[src/rtl/elevator_pkg.sv]
// Shared floor geometry, service direction encoding and scan-mode type for the elevator call path.
package elevator_pkg;
  localparam int FLOOR_COUNT = 10;
  localparam int FLOOR_W     = 4;

  localparam logic DIR_UP   = 1'b1;
  localparam logic DIR_DOWN = 1'b0;

  typedef enum logic {
    SCAN_LOWEST_ABOVE  = 1'b0,
    SCAN_HIGHEST_BELOW = 1'b1
  } scan_mode_e;
endpackage

[src/rtl/floor_priority_scan.sv]
// Finds the nearest set floor strictly above (lowest) or strictly below (highest) pos.
// Purely combinational; idx falls back to pos when nothing qualifies.
module floor_priority_scan
  import elevator_pkg::*;
#(
  parameter int N = FLOOR_COUNT,
  parameter int W = FLOOR_W
) (
  input  logic [N-1:0] vec,
  input  logic [W-1:0] pos,
  input  scan_mode_e   mode,
  output logic [W-1:0] idx,
  output logic         found
);

  // Scan away from pos so the last hit written is the closest one.
  always_comb begin
    idx   = pos;
    found = 1'b0;
    if (mode == SCAN_LOWEST_ABOVE) begin
      for (int f = N - 1; f >= 0; f--) begin
        if (vec[f] && (W'(f) > pos)) begin
          idx   = W'(f);
          found = 1'b1;
        end
      end
    end else begin
      for (int f = 0; f < N; f++) begin
        if (vec[f] && (W'(f) < pos)) begin
          idx   = W'(f);
          found = 1'b1;
        end
      end
    end
  end

endmodule

[src/rtl/elevator_call_register.sv]
// Edge-detects hall/cabin buttons into above/below pending bitmaps, cleared by FSM service pulses.
// Pending bits visible one cycle after the button edge; summaries are combinational from them.
module elevator_call_register #(
  parameter int FLOOR_COUNT = elevator_pkg::FLOOR_COUNT,
  parameter int FLOOR_W     = elevator_pkg::FLOOR_W
) (
  input  logic                   clock,
  input  logic                   reset,
  input  logic [FLOOR_W-1:0]     position,
  input  logic [FLOOR_COUNT-1:0] hall_up_btn,
  input  logic [FLOOR_COUNT-1:0] hall_down_btn,
  input  logic [FLOOR_COUNT-1:0] cabin_btn,
  input  logic                   service_valid,
  input  logic                   service_dir,
  output logic [FLOOR_COUNT-1:0] up_pending,
  output logic [FLOOR_COUNT-1:0] down_pending,
  output logic [FLOOR_W:0]       count_up,
  output logic [FLOOR_W:0]       count_down,
  output logic [FLOOR_W-1:0]     nearest_up,
  output logic [FLOOR_W-1:0]     nearest_down,
  output logic                   has_up,
  output logic                   has_down,
  output logic                   here_req,
  output logic                   pos_err
);
  import elevator_pkg::*;

  logic [FLOOR_COUNT-1:0] up_q, up_d, down_q, down_d;
  logic [FLOOR_COUNT-1:0] prev_hall_up_q, prev_hall_up_d;
  logic [FLOOR_COUNT-1:0] prev_hall_down_q, prev_hall_down_d;
  logic [FLOOR_COUNT-1:0] prev_cabin_q, prev_cabin_d;
  logic                   here_q, here_d, pos_err_q, pos_err_d;
  logic [FLOOR_COUNT-1:0] rise, above_mask, below_mask, at_mask;
  logic                   pos_ok;

  always_comb begin
    for (int f = 0; f < FLOOR_COUNT; f++) begin
      at_mask[f]    = (FLOOR_W'(f) == position);
      above_mask[f] = (FLOOR_W'(f) > position);
      below_mask[f] = (FLOOR_W'(f) < position);
    end
  end

  assign pos_ok = ((FLOOR_W + 1)'(position) < (FLOOR_W + 1)'(FLOOR_COUNT));
  assign rise   = (hall_up_btn & ~prev_hall_up_q) | (hall_down_btn & ~prev_hall_down_q)
                | (cabin_btn & ~prev_cabin_q);

  always_comb begin
    prev_hall_up_d   = hall_up_btn;
    prev_hall_down_d = hall_down_btn;
    prev_cabin_d     = cabin_btn;
    up_d             = up_q;
    down_d           = down_q;
    here_d           = 1'b0;
    pos_err_d        = pos_err_q;
    if (pos_ok) begin
      up_d   = up_q | (rise & above_mask);
      down_d = down_q | (rise & below_mask);
      here_d = |(rise & at_mask);
      // Set never targets the current floor, so clearing it afterwards cannot mask a new call.
      if (service_valid) begin
        if (service_dir == DIR_UP) up_d = up_d & ~at_mask;
        else if (service_dir == DIR_DOWN) down_d = down_d & ~at_mask;
      end
    end else begin
      pos_err_d = 1'b1;
    end
  end

  // History keeps tracking the buttons through reset so a button held across it is not a new call.
  always_ff @(posedge clock) begin
    prev_hall_up_q   <= prev_hall_up_d;
    prev_hall_down_q <= prev_hall_down_d;
    prev_cabin_q     <= prev_cabin_d;
    if (reset) begin
      up_q      <= '0;
      down_q    <= '0;
      here_q    <= 1'b0;
      pos_err_q <= 1'b0;
    end else begin
      up_q      <= up_d;
      down_q    <= down_d;
      here_q    <= here_d;
      pos_err_q <= pos_err_d;
    end
  end

  always_comb begin
    count_up   = '0;
    count_down = '0;
    for (int f = 0; f < FLOOR_COUNT; f++) begin
      count_up   = count_up + (FLOOR_W + 1)'(up_q[f]);
      count_down = count_down + (FLOOR_W + 1)'(down_q[f]);
    end
  end

  floor_priority_scan #(.N(FLOOR_COUNT), .W(FLOOR_W)) u_scan_up (
    .vec   (up_q),
    .pos   (position),
    .mode  (SCAN_LOWEST_ABOVE),
    .idx   (nearest_up),
    .found (has_up)
  );

  floor_priority_scan #(.N(FLOOR_COUNT), .W(FLOOR_W)) u_scan_down (
    .vec   (down_q),
    .pos   (position),
    .mode  (SCAN_HIGHEST_BELOW),
    .idx   (nearest_down),
    .found (has_down)
  );

  assign up_pending   = up_q;
  assign down_pending = down_q;
  assign here_req     = here_q;
  assign pos_err      = pos_err_q;

endmodule
[config.mk]
export PLATFORM = sky130hd
export DESIGN_NAME = elevator_call_register
export DESIGN_NICKNAME = d
export VERILOG_FILES = /design/src/rtl/elevator_pkg.sv /design/src/rtl/floor_priority_scan.sv /design/src/rtl/elevator_call_register.sv
export SDC_FILE = /design/constraint.sdc
export NUM_CORES = 1
export LEC_CHECK = 0
export CORE_MARGIN = 2
export CORE_UTILIZATION = 48
export DETAILED_ROUTE_END_ITERATION = 6
export MAX_ROUTING_LAYER = met4
export PLACE_DENSITY = 0.84
export SLEW_MARGIN = 30
export SYNTH_ARGS = -nofsm -noshare
export SYNTH_HDL_FRONTEND = slang
export SYNTH_SLANG_ARGS = --single-unit
[constraint.sdc]
create_clock -name clock -period 4.3 [get_ports clock]
set_clock_uncertainty 0.1 [all_clocks]
set_input_delay 0.645 -clock clock [delete_from_list [all_inputs] [get_ports clock]]
set_output_delay 0.645 -clock clock [all_outputs]
set_load 0.05 [all_outputs]
==> flow_summary.json <==
{
  "arrival_ps": 3420,
  "worstHoldPathType": "reg -> reg",
  "synthFlopType": "dfxtp_1",
  "p_per_area_mw_per_mm2": 402,
  "drive_gt1_frac": 0.128,
  "setup_viol": 0,
  "p_sw_frac": 0.384,
  "n_antenna_cell": 0,
  "worstPathRequired_ps": 3560,
  "port_buffers": 77,
  "viasPerCell": 5.77,
  "yosys.area.top_type": "dfxtp_1",
  "min_period_ps": 4170,
  "grt_max_degree": 28,
  "hold_path_startpoint": "pos_err",
  "yosysUniqueCellTypes": 60,
  "die_x_um": 80.8,
  "place_inst": 462,
  "postCtsHoldBufs": 0,
  "fmax_ghz": 0.240,
  "fin_setup_tns_ps": 0,
  "core_area_sq_mm": 0.00561,
  "worst-path-buf-inv": 3,
  "crit_start": "down_pending[0]",
  "endpoint_kind": "output pin",
  "first_global_vias": 2640,
  "comb_power_share": 0.420,
  "period_share": 0.969,
  "regArea_sq_mm": 0.00104,
  "antenna_left": 0,
  "finalHoldViolations": 0,
  "cts_setup_buffers": 0,
  "place.gp.congestion": 0.965,
  "synth-edff-count": 0,
  "num_vias": 2710,
  "cts_made_buffers": 5,
  "cp_slowest_stage_delay_ps": 790,
  "intPower_mw": 0.939,
  "cts_tree": "yes",
  "synth_area_leaders": "dfxtp_1, fa_1, inv_1",
  "synth-seq-cells": 52,
  "worst_slew_pin_slew_ps": 849,
  "area_growth_pct": 34.1,
  "crit_path_frequent_cell": "fa_1",
  "dieArea_sq_mm": 0.00652,
  "layout_commonest_cell": "clkdlybuf4s50_1",
  "clk_pin_slew_worst_paths_ps": 100,
  "synthArstFlopShare": 0,
  "yosysSeqAreaShare": 0.368,
  "clk_latency_ps": 320,
  "grt_overflow": 0,
  "drt_wl_total_um": 7700,
  "fillers": 465,
  "drc": 0,
  "clockBufferDepth": 2,
  "ys_warn_count": 0,
  "cts_num_sinks": 52,
  "cp-start-kind": "flip-flop",
  "crit_chain": "fa_1 > inv_1 > fa_1 > fa_1 > inv_1 > ha_1 > clkdlybuf4s50_1",
  "power.switching_mw": 0.586,
  "ir_drop_mv": 0.270,
  "multi_input_area_sq_mm": 0.00148,
  "cts_resized": 0,
  "status": "finished, final reports clean",
  "critical_path.top_delay_family": "adder cells",
  "clkPwrFrac": 0.230,
  "die_h_um": 80.8,
  "cp_max_fo": 8,
  "num_io_pins": 80,
  "grt_usage": 0.261,
  "layout_common_cells": "clkdlybuf4s50_1, dfxtp_1, inv_1",
  "fp-row-count": 27,
  "syn_area_sq_mm": 0.00283,
  "p_leak_nw": 1.57,
  "synth_top_area_share": 0.368,
  "fin_hold_ws_ps": 357,
  "wl_per_cell_um": 16.4,
  "first_iter_violations": 265,
  "slowest_stage": "clkdlybuf4s50_1",
  "rsz0062_at_grt": "no",
  "rr_startpoint": "prev_hall_up_q[3]",
  "dr.pass1.iters": 5,
  "hpwlAfterDp_um": 5970,
  "cap_violations": 0,
  "critical_path_class": "reg -> out",
  "instances_no_fill": 470,
  "fin_nets": 451,
  "seqPwrFrac": 0.351,
  "antenna_found_initial": 0,
  "htreeDepth": 2,
  "drv_slew": 0,
  "netlist_instances": 321,
  "syn_area_per_cell_sq_um": 8.81,
  "cts_root_buffer": "clkbuf_8",
  "grt_pass1_wl_um": 12700,
  "start_util": 0.504,
  "slew_headroom": 0.432
}
-- per-stage QoR --
stage	util	total power [mW]	setup WS [ps]	cell area [sq um]
after floorplan	-	0.951	148	2850
after global placement	0.656	1.17	529	3680
after detailed placement	0.656	1.18	488	3680
after CTS	0.676	1.52	124	3790
after global routing	0.676	1.60	7.38	3790
final	0.676	1.53	132	3790
-- Yosys cell counts, types with 4 or more instances --
| library cell | count |
|---|---|
| fa_1 | 12 |
| ha_1 | 4 |
| nor3_1 | 4 |
| nor2b_1 | 4 |
| buf_6 | 7 |
| a22oi_1 | 4 |
| nor2_1 | 18 |
| o21ai_0 | 9 |
| a311oi_1 | 5 |
| nand3_1 | 4 |
| dfxtp_1 | 52 |
| a21oi_1 | 26 |
| inv_1 | 51 |
| nand2b_1 | 15 |
| o221ai_1 | 7 |
| a31oi_1 | 7 |
| o21ai_1 | 4 |
| nand2_1 | 18 |
| nor3b_1 | 4 |
| a211oi_1 | 8 |
-- power by group through the flow --
stage / Combinational (mW) / Sequential, mW / Clock [mW]
after floorplan: 0.362 / 0.589 / 0
final: 0.640 / 0.535 / 0.350
after CTS: 0.640 / 0.535 / 0.351
after detailed placement: 0.637 / 0.546 / 0
after global routing: 0.681 / 0.539 / 0.375
after global placement: 0.626 / 0.544 / 0
-- cell type report --
| class | instances | area share |
|---|---|---|
| timing repair buffer | 83 | 0.228 |
| inverter | 53 | 0.0525 |
| tap | 72 | 0.0238 |
| sequential | 52 | 0.275 |
| clock buffer | 5 | 0.0182 |
| multi-input combinational | 202 | 0.391 |
| clock inverter | 3 | 0.0122 |
-- registers in the layout (all words and copies together) (netlist names), named ones only --
name,count
down_pending,10
prev_cabin_q,10
prev_hall_down_q,10
prev_hall_up_q,10
up_pending,9
here_req,1
pos_err,1
-- routing by layer --
layer  GRT usage  routed length [um]  vias up
met5           -                   0        -
met4       0.112                 261        0
met3      0.0600                 712       32
met2       0.421                3710      189
met1       0.315                3020     1242
li1            -                   -     1247
-- tightest hold or removal path: cells and delay by family (launching register included) --
family                 cells  cell delay, ps
DFF                        1             320
buffers and inverters      1              50
AOI/OAI and AO/OA          1              50
-- cells by family after synthesis --
logic type,Yosys count,synth area share
AO/OA/AOI/OAI,98,0.243
AND/OR/NAND/NOR,83,0.160
buffers and inverters,68,0.114
flip-flops,52,0.368
adder cells (fa/ha/maj),16,0.103
XOR/XNOR,2,0.00620
other,1,0.00133
multiplexers,1,0.00398
-- final timing paths --
kind,end,slack (ps),cells past startpoint
min reg2reg,pos_err,360,2
max reg2reg,here_req,2580,5
max,count_down[0],130,7
min,pos_err,360,2
(Power assumes the default switching activity.)
